<file path="src/rtl/fb_pkg.sv">
// Shared frame-buffer definitions: default address width, store size, reader FSM encoding.
package fb_pkg;

  localparam int AW_DEF   = 17;
  localparam int FB_BYTES = 2 ** AW_DEF;

  typedef enum logic [1:0] {
    IDLE  = 2'd0,
    RUN   = 2'd1,
    DRAIN = 2'd2
  } fb_state_e;

endpackage

</file>
<file path="src/rtl/fb_byte_fifo.sv">
// Synchronous byte FIFO with a per-entry last flag and occupancy count; head is shown directly from storage.
// Latency: a pushed byte is visible at the head one cycle after the push edge.
// Backpressure: push while full and pop while empty are ignored; flush empties it in one cycle.
module fb_byte_fifo #(
  parameter int DEPTH = 4
) (
  input  logic                     clk,
  input  logic                     reset_n,
  input  logic                     flush,
  input  logic                     push,
  input  logic [7:0]               push_data,
  input  logic                     push_last,
  input  logic                     pop,
  output logic [7:0]               head_data,
  output logic                     head_last,
  output logic                     empty,
  output logic [$clog2(DEPTH):0]   count
);

  localparam int PW = $clog2(DEPTH);

  logic [7:0]       mem_data [DEPTH];
  logic [DEPTH-1:0] mem_last;
  logic [PW-1:0]    wr_ptr;
  logic [PW-1:0]    rd_ptr;
  logic             full;
  logic             do_push;
  logic             do_pop;

  assign empty     = (count == '0);
  assign full      = (count == (PW+1)'(DEPTH));
  assign do_push   = push & ~full;
  assign do_pop    = pop & ~empty;
  assign head_data = mem_data[rd_ptr];
  assign head_last = mem_last[rd_ptr];

  always_ff @(posedge clk) begin
    if (!reset_n) begin
      wr_ptr   <= '0;
      rd_ptr   <= '0;
      count    <= '0;
      mem_last <= '0;
      for (int i = 0; i < DEPTH; i++) mem_data[i] <= 8'h00;
    end else if (flush) begin
      wr_ptr <= '0;
      rd_ptr <= '0;
      count  <= '0;
    end else begin
      if (do_push) begin
        mem_data[wr_ptr] <= push_data;
        mem_last[wr_ptr] <= push_last;
        wr_ptr           <= wr_ptr + 1'b1;
      end
      if (do_pop) rd_ptr <= rd_ptr + 1'b1;
      count <= count + (PW+1)'(do_push) - (PW+1)'(do_pop);
    end
  end

endmodule

</file>
<file path="src/rtl/fb_stream_reader.sv">
// Frame-buffer read side: walks a byte range, hides SPRAM read latency, streams bytes with last/done.
// Latency: first m_valid RD_LAT+1 cycles after start; 1 byte/cycle while m_ready=1 and the writer is idle.
// Backpressure: m_ready low holds data/last; issue stalls once FIFO occupancy + in-flight reads reach FIFO_DEPTH.
// Optional FB_RD_CHECKSUM_EN adds csum, a 16-bit wrapping sum of transferred bytes.
module fb_stream_reader
  import fb_pkg::*;
#(
  parameter int AW         = AW_DEF,
  parameter int RD_LAT     = 2,
  parameter int FIFO_DEPTH = 4
) (
  input  logic          rd_clk,
  input  logic          reset_n,
  input  logic          start,
  input  logic [AW-1:0] base_addr,
  input  logic [AW-1:0] length,
  input  logic          abort,
  input  logic          wr_en_mon,
  output logic [AW-1:0] rd_addr,
  input  logic [7:0]    rd_data,
  output logic [7:0]    m_data,
  output logic          m_valid,
  input  logic          m_ready,
  output logic          m_last,
  output logic          busy,
  output logic          done
`ifdef FB_RD_CHECKSUM_EN
  ,
  output logic [15:0]   csum
`endif
);

  localparam int CW = $clog2(FIFO_DEPTH) + 1;

  fb_state_e     state;
  logic [AW-1:0] issue_addr;
  logic [AW-1:0] deliver_addr;
  logic [AW-1:0] issue_cnt;
  logic [AW-1:0] deliver_cnt;
  logic [AW-1:0] len_r;
  logic [RD_LAT-1:0] pipe;

  logic [CW-1:0] fifo_count;
  logic          fifo_empty;
  logic          head_last;
  logic [CW:0]   inflight;
  logic [CW:0]   occupancy;
  logic          collide;
  logic          issue;
  logic          push;
  logic          xfer;

  always_comb begin
    inflight = '0;
    for (int i = 0; i < RD_LAT; i++) inflight = inflight + (CW+1)'(pipe[i]);
  end

  assign occupancy = {1'b0, fifo_count} + inflight;
  // Any writer cycle while reads are in flight poisons them all; the exiting byte included.
  assign collide   = wr_en_mon & (|pipe);
  assign issue     = (state == RUN) & ~wr_en_mon & (issue_cnt != len_r)
                   & (occupancy < (CW+1)'(FIFO_DEPTH));
  assign push      = pipe[RD_LAT-1] & ~collide;
  assign xfer      = m_valid & m_ready;

  assign rd_addr = issue_addr;
  assign m_valid = ~fifo_empty;
  assign m_last  = m_valid & head_last;

  fb_byte_fifo #(
    .DEPTH (FIFO_DEPTH)
  ) u_fifo (
    .clk       (rd_clk),
    .reset_n   (reset_n),
    .flush     (abort),
    .push      (push),
    .push_data (rd_data),
    .push_last (deliver_cnt == len_r - 1'b1),
    .pop       (xfer),
    .head_data (m_data),
    .head_last (head_last),
    .empty     (fifo_empty),
    .count     (fifo_count)
  );

  always_ff @(posedge rd_clk) begin
    if (!reset_n) begin
      state        <= IDLE;
      issue_addr   <= '0;
      deliver_addr <= '0;
      issue_cnt    <= '0;
      deliver_cnt  <= '0;
      len_r        <= '0;
      pipe         <= '0;
      busy         <= 1'b0;
      done         <= 1'b0;
    end else begin
      done <= 1'b0;
      if (abort) begin
        state <= IDLE;
        pipe  <= '0;
        busy  <= 1'b0;
      end else begin
        case (state)
          IDLE: begin
            if (start) begin
              if (length == '0) begin
                done <= 1'b1;
              end else begin
                issue_addr   <= base_addr;
                deliver_addr <= base_addr;
                issue_cnt    <= '0;
                deliver_cnt  <= '0;
                len_r        <= length;
                busy         <= 1'b1;
                state        <= RUN;
              end
            end
          end
          default: begin
            if (collide) begin
              // Replay from the first byte not yet safely captured.
              pipe       <= '0;
              issue_addr <= deliver_addr;
              issue_cnt  <= deliver_cnt;
              state      <= RUN;
            end else begin
              pipe <= (pipe << 1) | RD_LAT'(issue);
              if (issue) begin
                issue_addr <= issue_addr + 1'b1;
                issue_cnt  <= issue_cnt + 1'b1;
                if (issue_cnt + 1'b1 == len_r) state <= DRAIN;
              end
              if (push) begin
                deliver_addr <= deliver_addr + 1'b1;
                deliver_cnt  <= deliver_cnt + 1'b1;
              end
            end
            if (xfer && m_last) begin
              state <= IDLE;
              busy  <= 1'b0;
              done  <= 1'b1;
            end
          end
        endcase
      end
    end
  end

`ifdef FB_RD_CHECKSUM_EN
  always_ff @(posedge rd_clk) begin
    if (!reset_n)                             csum <= 16'h0000;
    else if (abort)                           csum <= csum;
    else if (state == IDLE && start)          csum <= 16'h0000;
    else if (xfer)                            csum <= csum + 16'(m_data);
  end
`endif

endmodule
</file>
<file path="config.mk">
export PLATFORM = sky130hd
export DESIGN_NAME = fb_stream_reader
export DESIGN_NICKNAME = d
export VERILOG_FILES = /design/src/rtl/fb_pkg.sv /design/src/rtl/fb_byte_fifo.sv /design/src/rtl/fb_stream_reader.sv
export SDC_FILE = /design/constraint.sdc
export NUM_CORES = 1
export LEC_CHECK = 0
export CAP_MARGIN = 20
export CORE_MARGIN = 1
export CORE_UTILIZATION = 39
export CTS_BUF_LIST = sky130_fd_sc_hd__clkbuf_4 sky130_fd_sc_hd__clkbuf_8
export DETAILED_ROUTE_END_ITERATION = 10
export SETUP_SLACK_MARGIN = 0.3
export SLEW_MARGIN = 25
export SYNTH_ARGS = -nofsm -noshare
export SYNTH_HDL_FRONTEND = slang
export SYNTH_SLANG_ARGS = --single-unit
export TNS_END_PERCENT = 100
</file>
<file path="constraint.sdc">
create_clock -name rd_clk -period 6.53 [get_ports rd_clk]
set_clock_uncertainty 0.1 [all_clocks]
set_input_delay 1.6325 -clock rd_clk [delete_from_list [all_inputs] [get_ports rd_clk]]
set_output_delay 1.6325 -clock rd_clk [all_outputs]
set_load 0.05 [all_outputs]
</file>
==> key figures, run 1 <==
Clock tree
  – Total CTS buffers: 17
  – CTS sink count: 136
  – Post-CTS sizing: 0
  – Post-CTS repair timing setup buffer count: 0
  – Hold buffer count at CTS: 0
  – Clk Latency, worst-skew pair: 480 ps
  – CTS clk-pin slew, worst paths: 80 ps
  – Worst-case clock buffer depth: 2
  – CTS tree: yes
  – Master cell of the clock root buffer: clkbuf_8
  – Maximum level of the CTS H-tree: 4

Critical path
  – Number of buffer and inverter stages on the critical path: 1
  – Stages on worst setup path: 2
  – CP Data Required Time: 4800 ps
  – Data arrival, critical path: 2420 ps
  – Slowest stage delay, CP: 710 ps
  – Slowest cell on the critical path: clkdlybuf4s50_1
  – Ordered cell list for the critical path: mux4_2 > clkdlybuf4s50_1
  – Family with the most delay on the worst path: buffers and inverters
  – End point of the critical path: m_data[0]
  – Reg2Reg Launch Point: state[1]$_SDFFE_PP0P_
  – Kind of critical path: register to output pin
  – Critical Path End Type: output pin
  – Logic depth of the worst register-to-register path: 7
  – Startpoint type of the worst setup path: register
  – Flop-to-flop setup slack: 3430 ps
  – Capture point of the worst reg-to-reg path: issue_cnt[4]$_SDFFE_PN0P_
  – Worst Path Max Fanout: 8

Synthesis
  – Number of warnings reported in the yosys synthesis log: 0
  – Post-synthesis cell area: 8310 um^2
  – Mean post-synth cell area: 8.64 um^2
  – Number of instances in the synthesized netlist: 962
  – Area leader, netlist: dfxtp_1
  – Most instantiated flip-flop cell in the synthesis netlist: dfxtp_1
  – #FFs+latches synth: 136
  – Async S/R FF share, synth: 0%
  – Netlist cell types: 78
  – Top-count cell post-synth: dfxtp_1
  – Yosys top cell area share: 25.1%
  – Net count after synthesis: 1024
  – Share of the yosys chip area belonging to registers: 36.6%
  – Count of flip-flops with a built-in enable after synthesis: 32
  – Leading post-synthesis cells by cell area: dfxtp_1 (25%), edfxtp_1 (12%), xnor2_1 (5.4%)
  – Most numerous cell types in the synthesized netlist: dfxtp_1 (104), nand2_1 (83), nor2_1 (82)

Layout
  – Fillers: 2140
  – Final Net Count: 1053
  – Fraction of final layout cells sized beyond drive strength 1: 7.57%
  – Cell Count, Final, Fillers Out: 1279
  – Layout area overhead: 15.1%
  – Inserted Diodes: 0

Routing
  – Post-Route WL: 22.8 mm
  – Post-route DRC violation count: 0
  – Drt wl/cell: 17.9 um
  – Vias per Instance: 5.73
  – Violation count after the first detailed-route iteration: 652
  – Antenna-violating nets left: 0
  – Detailed-routing iteration count for the pre-antenna-repair pass: 5
  – Total number of vias: 7325

Floorplanning
  – I/O pin count: 77
  – Die extent in y: 148 um
  – Floorplan die area: 21900 um^2
  – Placeable core region: 21000 um^2
  – Total number of placement rows: 53
  – Die boundary width: 148 um
  – Starting density of the core: 39.7%

Timing
  – Slew at the pin closest to its max-slew limit: 968 ps
  – Accumulated negative setup slack: 0 ps
  – Number of endpoints with negative hold slack in the final report: 0
  – Max-slew violations: 0
  – Achievable frequency: 241 MHz
  – Crit path time final: 4150 ps
  – Final setup fails: 0
  – Final worst-path cycle share: 63.6%
  – Setup repair after global routing missed its margin: no
  – Hold slack final: 361 ps
  – Worst-case setup margin in the final layout: 2380 ps
  – Slew headroom: 35.2%

Placement
  – Worst setup slack before clock tree synthesis: 1990 ps
  – IO buf count: 76
  – Number of cells after detailed placement: 1247
  – Post-DP HPWL: 16.1 mm
  – GP Congestion: 0.925

Global route
  – GR Util All Layers: 21.6%
  – Initial antenna violation count: 0
  – Maximum number of pins on one net before global-route repair: 63
  – Via count of the first global-routing pass: 6811
  – Wire length of the first global-routing pass: 36.8 mm
  – Total congestion overflow: 0

Hold path
  – Cells on Worst Hold Path: 2
  – Type of the most critical hold path: register to register

Power and ir drop
  – Leakage power: 3.30 nW
  – Worst IR drop on VDD: 0.000115 V
  – Total Power: 1.92 mW
  – Power Density: 201 nW/um^2

Status
  – Status: complete, no violations

Run
  – Total of max-cap violations: 0
stage by stage:
step                      instance area [um^2]  util (%)
after floorplan                           8310         -
after global placement                    9160      43.7
after detailed placement                  9160      43.7
after CTS                                 9550      45.6
after global routing                      9560      45.6
final                                     9560      45.6
flip-flops by register name, summed over array words and instances (netlist names), named ones only:
name,cells
u_fifo.rd_ptr,2
pipe,2
u_fifo.mem_data,32
deliver_cnt,17
deliver_addr,17
done,1
len_r,17
issue_cnt,17
u_fifo.wr_ptr,2
state,2
u_fifo.mem_last,4
busy,1
rd_addr,17
u_fifo.count,3
worst reg2reg max path, stage by stage (launching register included):
cell      delay, ps
dfxtp_1         430
or2_2           650
o22ai_1         340
or2_2           420
a21oi_2         440
buf_4           330
a21boi_0        120
o21a_1          170
per-layer routing:
layer,vias to the layer above,track usage (%),share of wire (%)
met5,-,0,0
met4,0,8.20,2.4
met3,42,3.73,5.3
met2,224,33.7,44
met1,3501,29.7,48
li1,3558,-,-
cells by family after synthesis:
| kind of cell | after synthesis | share of synthesized area [%] |
|---|---|---|
| xor+xnor | 82 | 8.82 |
| flops | 136 | 36.6 |
| fa+ha+maj | 14 | 2.20 |
| compound gates | 204 | 16.3 |
| mux | 34 | 5.45 |
| simple gates | 405 | 26.0 |
| buf+inv | 87 | 4.61 |
cell type report:
cell class | instances | area, um^2 | area share, %
clock buffers | 17 | 234 | 2.45
repair buffers | 85 | 823 | 8.61
multi-input cells | 739 | 4920 | 51.4
well taps | 275 | 344 | 3.60
clock inverters | 15 | 159 | 1.66
inverters | 12 | 45.0 | 0.471
flip-flops and latches | 136 | 3040 | 31.8
worst min-delay path by stage:
| stage | start | to | slack (ps) |
|---|---|---|---|
| 2_1_floorplan | u_fifo.mem_last[3]$_SDFFE_PN0P_ | u_fifo.mem_last[3]$_SDFFE_PN0P_ | 330 |
| 3_3_place_gp | u_fifo.mem_last[1]$_SDFFE_PN0P_ | u_fifo.mem_last[1]$_SDFFE_PN0P_ | 350 |
| 3_5_place_dp | u_fifo.mem_last[0]$_SDFFE_PN0P_ | u_fifo.mem_last[0]$_SDFFE_PN0P_ | 360 |
| 4_1_cts | u_fifo.mem_last[0]$_SDFFE_PN0P_ | u_fifo.mem_last[0]$_SDFFE_PN0P_ | 370 |
| 5_1_grt | u_fifo.mem_last[0]$_SDFFE_PN0P_ | u_fifo.mem_last[0]$_SDFFE_PN0P_ | 400 |
| 6_report | u_fifo.mem_last[0]$_SDFFE_PN0P_ | u_fifo.mem_last[0]$_SDFFE_PN0P_ | 360 |
placed cells by master (no fill, tap or decap), types with 4 or more instances in the layout:
cell type / instances
a211oi_1: 6
and2_1: 34
a221o_1: 11
o22ai_1: 4
o31ai_1: 6
nand4_1: 23
buf_4: 9
o21ai_0: 39
inv_1: 12
o21ai_1: 4
clkbuf_8: 17
and3_1: 21
a31oi_1: 11
nand2_1: 83
a21oi_1: 53
nand3_1: 36
and4_1: 5
xor2_1: 30
o211ai_1: 7
or4_1: 4
a311oi_1: 4
a21boi_1: 6
nand2b_1: 8
edfxtp_1: 32
nor2b_1: 26
inv_6: 5
o21a_1: 8
or3_1: 8
a22oi_1: 8
clkdlybuf4s50_1: 75
nor4_1: 22
xnor2_1: 51
ha_1: 13
a21boi_0: 7
nor3_1: 26
mux4_2: 9
dfxtp_1: 104
nor2_1: 81
mux2i_1: 25
where the power goes:
group	internal [mW]	switching, mW	leakage (nW)
Sequential	0.884	0.0363	1.17
Combinational	0.121	0.170	1.92
Clock	0.316	0.395	0.196
Power figures use the tool's default switching activity.
==> inputs of run 2 (changes only) <==
==> constraint.sdc (replaced) <==
create_clock -name rd_clk -period 3.6 [get_ports rd_clk]
set_clock_uncertainty 0.1 [all_clocks]
set_input_delay 0.9 -clock rd_clk [delete_from_list [all_inputs] [get_ports rd_clk]]
set_output_delay 0.9 -clock rd_clk [all_outputs]
set_load 0.05 [all_outputs]
==> run 2 against run 1 <==
  * Cell count grew 1.8%
  * Hold slack gained 4.1 ps
  * Highest routed layer unchanged
  * Non-clock buffer count is 23 higher
  * Global-route usage about the same
==> key figures, run 2 (same netlist as run 1, synthesis figures left out) <==
Timing
  – Number of endpoints with negative hold slack in the final report: 0 (unchanged)
  – Slew headroom: 35.8% (+0.57 points)
  – Final setup fails: 0 (unchanged)
  – Setup repair after global routing missed its margin: no
  – Crit path time final: 3210 ps
  – Achievable frequency: 312 MHz
  – Slew at the pin closest to its max-slew limit: 959 ps (-8.55 ps)
  – Max-slew violations: 0 (unchanged)
  – Final worst-path cycle share: 89.1%
  – Hold slack final: 365 ps (+4.11 ps)
  – Accumulated negative setup slack: 0 ps (unchanged)

Placement
  – Post-DP HPWL: 16.7 mm (+3.1%)
  – GP Congestion: 0.914 (-1.2%)
  – IO buf count: 76 (unchanged)

Routing
  – Vias per Instance: 5.63 (-1.8%)
  – Total number of vias: 7325 (unchanged)
  – Post-Route WL: 23.1 mm (+1.1%)
  – Detailed-routing iteration count for the pre-antenna-repair pass: 5 (unchanged)
  – Post-route DRC violation count: 0 (unchanged)
  – Violation count after the first detailed-route iteration: 469 (-28%)
  – Drt wl/cell: 17.7 um (-0.66%)
  – Antenna-violating nets left: 0 (unchanged)

Floorplanning
  – Die boundary width: 148 um (unchanged)
  – Starting density of the core: 39.7% (unchanged)
  – Total number of placement rows: 53 (unchanged)
  – Floorplan die area: 21900 um^2 (unchanged)
  – Die extent in y: 148 um (unchanged)
  – Placeable core region: 21000 um^2 (unchanged)
  – I/O pin count: 77 (unchanged)

Global route
  – Initial antenna violation count: 0 (unchanged)
  – Wire length of the first global-routing pass: 37.0 mm (+0.41%)
  – Via count of the first global-routing pass: 6858 (+0.69%)
  – Maximum number of pins on one net before global-route repair: 62 (-1.6%)
  – Total congestion overflow: 0 (unchanged)
  – GR Util All Layers: 21.6% (-0.045 points)

Critical path
  – Logic depth of the worst register-to-register path: 8 (+1)
  – End point of the critical path: m_data[5]
  – Kind of critical path: register to output pin
  – Reg2Reg Launch Point: issue_cnt[0]$_SDFFE_PN0P_
  – Flop-to-flop setup slack: 650 ps (-2780 ps)
  – Worst Path Max Fanout: 8 (unchanged)
  – Critical Path End Type: output pin
  – Capture point of the worst reg-to-reg path: state[1]$_SDFFE_PP0P_
  – Startpoint type of the worst setup path: register
  – Data arrival, critical path: 2210 ps (-210 ps)
  – CP Data Required Time: 2600 ps (-2200 ps)

Clock tree
  – Maximum level of the CTS H-tree: 4 (unchanged)
  – Clk Latency, worst-skew pair: 470 ps (about the same)
  – CTS clk-pin slew, worst paths: 90 ps (about the same)
  – Worst-case clock buffer depth: 2 (unchanged)
  – CTS sink count: 136 (unchanged)
  – Hold buffer count at CTS: 0 (unchanged)
  – Total CTS buffers: 17 (unchanged)
  – Master cell of the clock root buffer: clkbuf_8
  – CTS tree: yes

Layout
  – Fraction of final layout cells sized beyond drive strength 1: 9.64% (+2.1 points)
  – Most common library cell in the layout ignoring fill and taps: dfxtp_1
  – Most frequent cells in the layout: dfxtp_1 (103), nand2_1 (83), nor2_1 (81), clkdlybuf4s50_1 (69), a21oi_1 (53)
  – Utilization of the core after routing: 46.5% (+0.84 points)
  – Number of flip-flops in the largest register: 32 (unchanged)
  – Final Net Count: 1076 (+2.2%)
  – Reg with most FFs: u_fifo.mem_data
  – Layout area overhead: 17.2%
  – Inserted Diodes: 0 (unchanged)

Power and ir drop
  – Part of the total power dissipated in sequential elements: 48.6% (+0.7 points)
  – Switching part of the total: 31.7% (+0.47 points)
  – Worst IR drop on VDD: 0.000213 V (+85%)
  – Clock power share: 35.4% (-1.6 points)
  – Switching Power: 1.09 mW (+81%)
  – Internal Dissipation: 2.35 mW (+78%)
  – Logic gate share of total power: 16.0% (+0.9 points)
  – Power Density: 353 nW/um^2 (+76%)
  – Leakage power: 3.47 nW (+5.2%)

Hold path
  – Type of the most critical hold path: register to register

Status
  – Status: complete, no violations

Run
  – Total of max-cap violations: 0 (unchanged)
run 2: changes by cell type in the layout (fill, tap and decap cells not counted), moves of 2 or more:
cell             delta
clkdlybuf4s50_1     -6
clkinvlp_4          +2
dlymetal6s2s_1      +5
buf_4              +21
buf_12              +2
run 2: worst max-delay path: stages, from the launching register on:
cell and delay [ps]:
dfxtp_2 510, mux4_2 530, clkdlybuf4s50_1 710
run 2: layout make-up:
class / count / area [um^2]
Clock buffer: 17 / 234
Clock inverter: 15 / 136
Fill cell: 2128 / 11200
Inverter: 12 / 45.0
Multi-Input combinational cell: 739 / 4900
Sequential cell: 136 / 3040
Tap cell: 275 / 344
Timing Repair Buffer: 108 / 1030
run 2: how the worst min path moves through the flow:
stage,from,end,depth (start not counted)
floorplan,u_fifo.mem_last[3]$_SDFFE_PN0P_,u_fifo.mem_last[3]$_SDFFE_PN0P_,2
global placement,u_fifo.mem_last[0]$_SDFFE_PN0P_,u_fifo.mem_last[0]$_SDFFE_PN0P_,2
detailed placement,u_fifo.mem_last[0]$_SDFFE_PN0P_,u_fifo.mem_last[0]$_SDFFE_PN0P_,2
CTS,u_fifo.mem_last[1]$_SDFFE_PN0P_,u_fifo.mem_last[1]$_SDFFE_PN0P_,2
global route,u_fifo.mem_last[1]$_SDFFE_PN0P_,u_fifo.mem_last[1]$_SDFFE_PN0P_,2
finish,u_fifo.mem_last[1]$_SDFFE_PN0P_,u_fifo.mem_last[1]$_SDFFE_PN0P_,2
run 2: per-layer routing:
layer,up-vias,part of all wire [%],GRT usage [%]
met3,30,5.3,4.48
met1,3493,47,29.0
met2,203,46,33.8
met5,-,0,0
li1,3599,-,-
met4,0,2.0,8.20
run 2: through the flow:
stage / setup WS [ps] / power (mW) / cell area (um^2) / instances
final: 392 / 3.44 / 9740 / 1302
after global routing: 305 / 3.59 / 9740 / 1302
after CTS: 324 / 3.46 / 9690 / 1298
after detailed placement: 72.0 / 2.24 / 9320 / 1266
after global placement: 15.4 / 2.24 / 9320 / 1266
after floorplan: 855 / 2.05 / 8310 / 962
run 2: power by group through the flow:
stage | logic [mW] | clock network, mW | registers, mW
6_report | 0.550 | 1.22 | 1.67
5_1_grt | 0.597 | 1.31 | 1.68
4_1_cts | 0.543 | 1.25 | 1.67
3_5_place_dp | 0.541 | 0 | 1.70
3_3_place_gp | 0.540 | 0 | 1.70
2_1_floorplan | 0.333 | 0 | 1.72
run 2: repair_timing:
| item | 4_1_cts | 5_1_grt |
|---|---|---|
| resized for setup | 2 | 5 |
| pin swaps | 0 | 1 |
| setup buffers | 0 | 4 |
| endpoints found under the setup margin | 9 | 6 |
==> inputs of run 3 (changes only) <==
--- a/config.mk
+++ b/config.mk
@@ -10,6 +10,7 @@
 export CORE_UTILIZATION = 39
 export CTS_BUF_LIST = sky130_fd_sc_hd__clkbuf_4 sky130_fd_sc_hd__clkbuf_8
 export DETAILED_ROUTE_END_ITERATION = 10
+export GPL_TIMING_DRIVEN = 0
 export SETUP_SLACK_MARGIN = 0.3
 export SLEW_MARGIN = 25
 export SYNTH_ARGS = -nofsm -noshare
==> run 3 against run 2 <==
  * Maximum frequency is 3.7% higher
  * Routed wire length up 9.0%
  * Utilization increased by 0.98 points
  * Clock power increased by 15%
  * Critical path type is now input pin to register
  * Highest routed layer unchanged
==> key figures, run 3 (same netlist as run 1, synthesis figures left out) <==
Clock tree
  – CTS clk-pin slew, worst paths: 90 ps (about the same)
  – Maximum level of the CTS H-tree: 4 (unchanged)
  – Clk Latency, worst-skew pair: 470 ps (about the same)
  – Total CTS buffers: 17 (unchanged)
  – Hold buffer count at CTS: 0 (unchanged)
  – CTS sink count: 136 (unchanged)
  – Master cell of the clock root buffer: clkbuf_8
  – Worst-case clock buffer depth: 2 (unchanged)
  – CTS tree: yes

Layout
  – Final Net Count: 1123 (+4.4%)
  – Fillers: 2100 (-1.3%)
  – Most frequent cells in the layout: dfxtp_1 (104), nand2_1 (83), nor2_1 (80), clkdlybuf4s50_1 (66), a21oi_1 (53)
  – Reg with most FFs: u_fifo.mem_data
  – Fraction of final layout cells sized beyond drive strength 1: 9.78% (+0.14 points)
  – Layout area overhead: 19.7%
  – Utilization of the core after routing: 47.5% (+0.98 points)
  – Number of flip-flops in the largest register: 32 (unchanged)
  – Most common library cell in the layout ignoring fill and taps: dfxtp_1
  – Area of all placed cells without fillers: 9940 um^2 (+2.1%)
  – Inserted Diodes: 0 (unchanged)

Critical path
  – Kind of critical path: input pin to register
  – Logic depth of the worst register-to-register path: 12 (+4)
  – Capture point of the worst reg-to-reg path: u_fifo.mem_last[0]$_SDFFE_PN0P_
  – End point of the critical path: u_fifo.mem_data[3][3]$_DFFE_PP_
  – Data arrival, critical path: 3100 ps (+890 ps)
  – Startpoint type of the worst setup path: input pin
  – Flop-to-flop setup slack: 650 ps (about the same)
  – CP Data Required Time: 3600 ps (+1000 ps)
  – Critical Path End Type: register
  – Worst setup path start: reset_n
  – Worst Path Max Fanout: 10 (+2)
  – Reg2Reg Launch Point: len_r[1]$_SDFFE_PN0P_

Timing
  – Slew headroom: 37.1% (+1.3 points)
  – Max-slew violations: 0 (unchanged)
  – Slew at the pin closest to its max-slew limit: 940 ps (-19.0 ps)
  – Accumulated negative setup slack: 0 ps (unchanged)
  – Worst-case setup margin in the final layout: 506 ps (+114 ps)
  – Setup repair after global routing missed its margin: no
  – Final worst-path cycle share: 86.0% (-3.2 points)
  – Achievable frequency: 323 MHz (+3.7%)
  – Crit path time final: 3090 ps (-114 ps)
  – Final setup fails: 0 (unchanged)
  – Number of endpoints with negative hold slack in the final report: 0 (unchanged)

Power and ir drop
  – Part of the total power dissipated in sequential elements: 45.2% (-3.4 points)
  – Internal Dissipation: 2.50 mW (+6.5%)
  – Worst IR drop on VDD: 0.000268 V (+26%)
  – Switching part of the total: 31.4% (-0.34 points)
  – Power Density: 366 nW/um^2 (+3.8%)
  – Switching Power: 1.14 mW (+4.8%)
  – Leakage power: 3.53 nW (+1.7%)
  – Logic gate share of total power: 16.3% (+0.3 points)
  – Clock power share: 38.5% (+3.1 points)

Floorplanning
  – Die boundary width: 148 um (unchanged)
  – Die extent in y: 148 um (unchanged)
  – Total number of placement rows: 53 (unchanged)
  – Floorplan die area: 21900 um^2 (unchanged)
  – I/O pin count: 77 (unchanged)
  – Placeable core region: 21000 um^2 (unchanged)
  – Starting density of the core: 39.7% (unchanged)

Routing
  – Violation count after the first detailed-route iteration: 636 (+36%)
  – Vias per Instance: 5.66 (+0.52%)
  – Antenna-violating nets left: 0 (unchanged)
  – Post-route DRC violation count: 0 (unchanged)
  – Total number of vias: 7629 (+4.2%)
  – Drt wl/cell: 18.7 um (+5.2%)
  – Post-Route WL: 25.2 mm (+9.0%)
  – Detailed-routing iteration count for the pre-antenna-repair pass: 5 (unchanged)

Global route
  – GR Util All Layers: 23.4% (+1.8 points)
  – Initial antenna violation count: 0 (unchanged)
  – Wire length of the first global-routing pass: 39.3 mm (+6.3%)
  – Via count of the first global-routing pass: 7120 (+3.8%)
  – Maximum number of pins on one net before global-route repair: 17 (-73%)
  – Total congestion overflow: 0 (unchanged)

Placement
  – Post-DP HPWL: 18.4 mm (+10%)
  – IO buf count: 75 (-1.3%)
  – Worst setup slack before clock tree synthesis: -654 ps (-726 ps)
  – GP Congestion: 0.932 (+2.0%)
  – Cell area after placement: 9410 um^2 (+0.89%)

Hold path
  – Startpoint of the worst hold path: u_fifo.mem_last[3]$_SDFFE_PN0P_
  – Type of the most critical hold path: register to register

Run
  – Total of max-cap violations: 0 (unchanged)

Status
  – Status: complete, no violations
[run 3: changes by cell type in the layout (fill, tap and decap cells not counted), moves of 3 or more]
cell / change
clkbuf_1: +40
clkbuf_2: +4
buf_4: -22
dlygate4sd2_1: +7
buf_1: +6
dlymetal6s2s_1: -4
buf_6: +3
clkdlybuf4s50_1: -3
buf_2: +16
[run 3: cell type report]
| cell class | instances | area, um^2 | share of cell area (%) |
|---|---|---|---|
| repair buffers | 80 | 781 | 7.85 |
| multi-input cells | 739 | 4950 | 49.8 |
| flip-flops and latches | 136 | 3040 | 30.6 |
| clock inverters | 15 | 198 | 1.99 |
| clock buffers | 17 | 234 | 2.35 |
| plain buffers | 75 | 349 | 3.51 |
| well taps | 275 | 344 | 3.46 |
| inverters | 12 | 45.0 | 0.453 |
[run 3: power by group through the flow]
stage / clock network, mW / registers [mW] / logic, mW
6_report: 1.40 / 1.64 / 0.594
5_1_grt: 1.49 / 1.65 / 0.639
4_1_cts: 1.42 / 1.64 / 0.582
3_5_place_dp: 0 / 1.68 / 0.578
3_3_place_gp: 0 / 1.68 / 0.577
2_1_floorplan: 0 / 1.72 / 0.333
[run 3: how the worst min path moves through the flow]
| stage | slack (ps) | cells past startpoint | endpoint |
|---|---|---|---|
| floorplan | 330 | 2 | u_fifo.mem_last[3]$_SDFFE_PN0P_ |
| global placement | 340 | 2 | busy$_SDFFE_PP0P_ |
| global route | 390 | 2 | u_fifo.mem_last[1]$_SDFFE_PN0P_ |
| detailed placement | 350 | 2 | u_fifo.mem_last[3]$_SDFFE_PN0P_ |
| CTS | 360 | 2 | u_fifo.mem_last[3]$_SDFFE_PN0P_ |
| finish | 360 | 2 | u_fifo.mem_last[3]$_SDFFE_PN0P_ |
[run 3: per-layer routing]
metal | track usage [%] | vias up | routed length, um
met1 | 32.7 | 3605 | 11700
met5 | 0 | - | 0
met3 | 3.70 | 45 | 1560
met4 | 8.40 | 0 | 631
met2 | 36.4 | 291 | 11200
li1 | - | 3688 | -
[run 3: metrics by stage]
stage / power (mW) / std cells / hold WS, ps
floorplan: 2.05 / 962 / 334
global placement: 2.26 / 1312 / 344
detailed placement: 2.26 / 1312 / 350
CTS: 3.64 / 1345 / 364
global route: 3.78 / 1349 / 391
finish: 3.64 / 1349 / 360
[run 3: repair_timing]
item                                    in CTS  in global routing
setup buffers                                1                  4
pin swaps                                    1                  3
hold endpoints to repair                     0                  0
resized for setup                           16                 16
endpoints found under the setup margin      63                 59
[run 3: critical path, cell delays in order]
cell,delay (ps)
clkdlybuf4s50_1,620
clkbuf_1,480
clkbuf_1,630
nand2_1,450
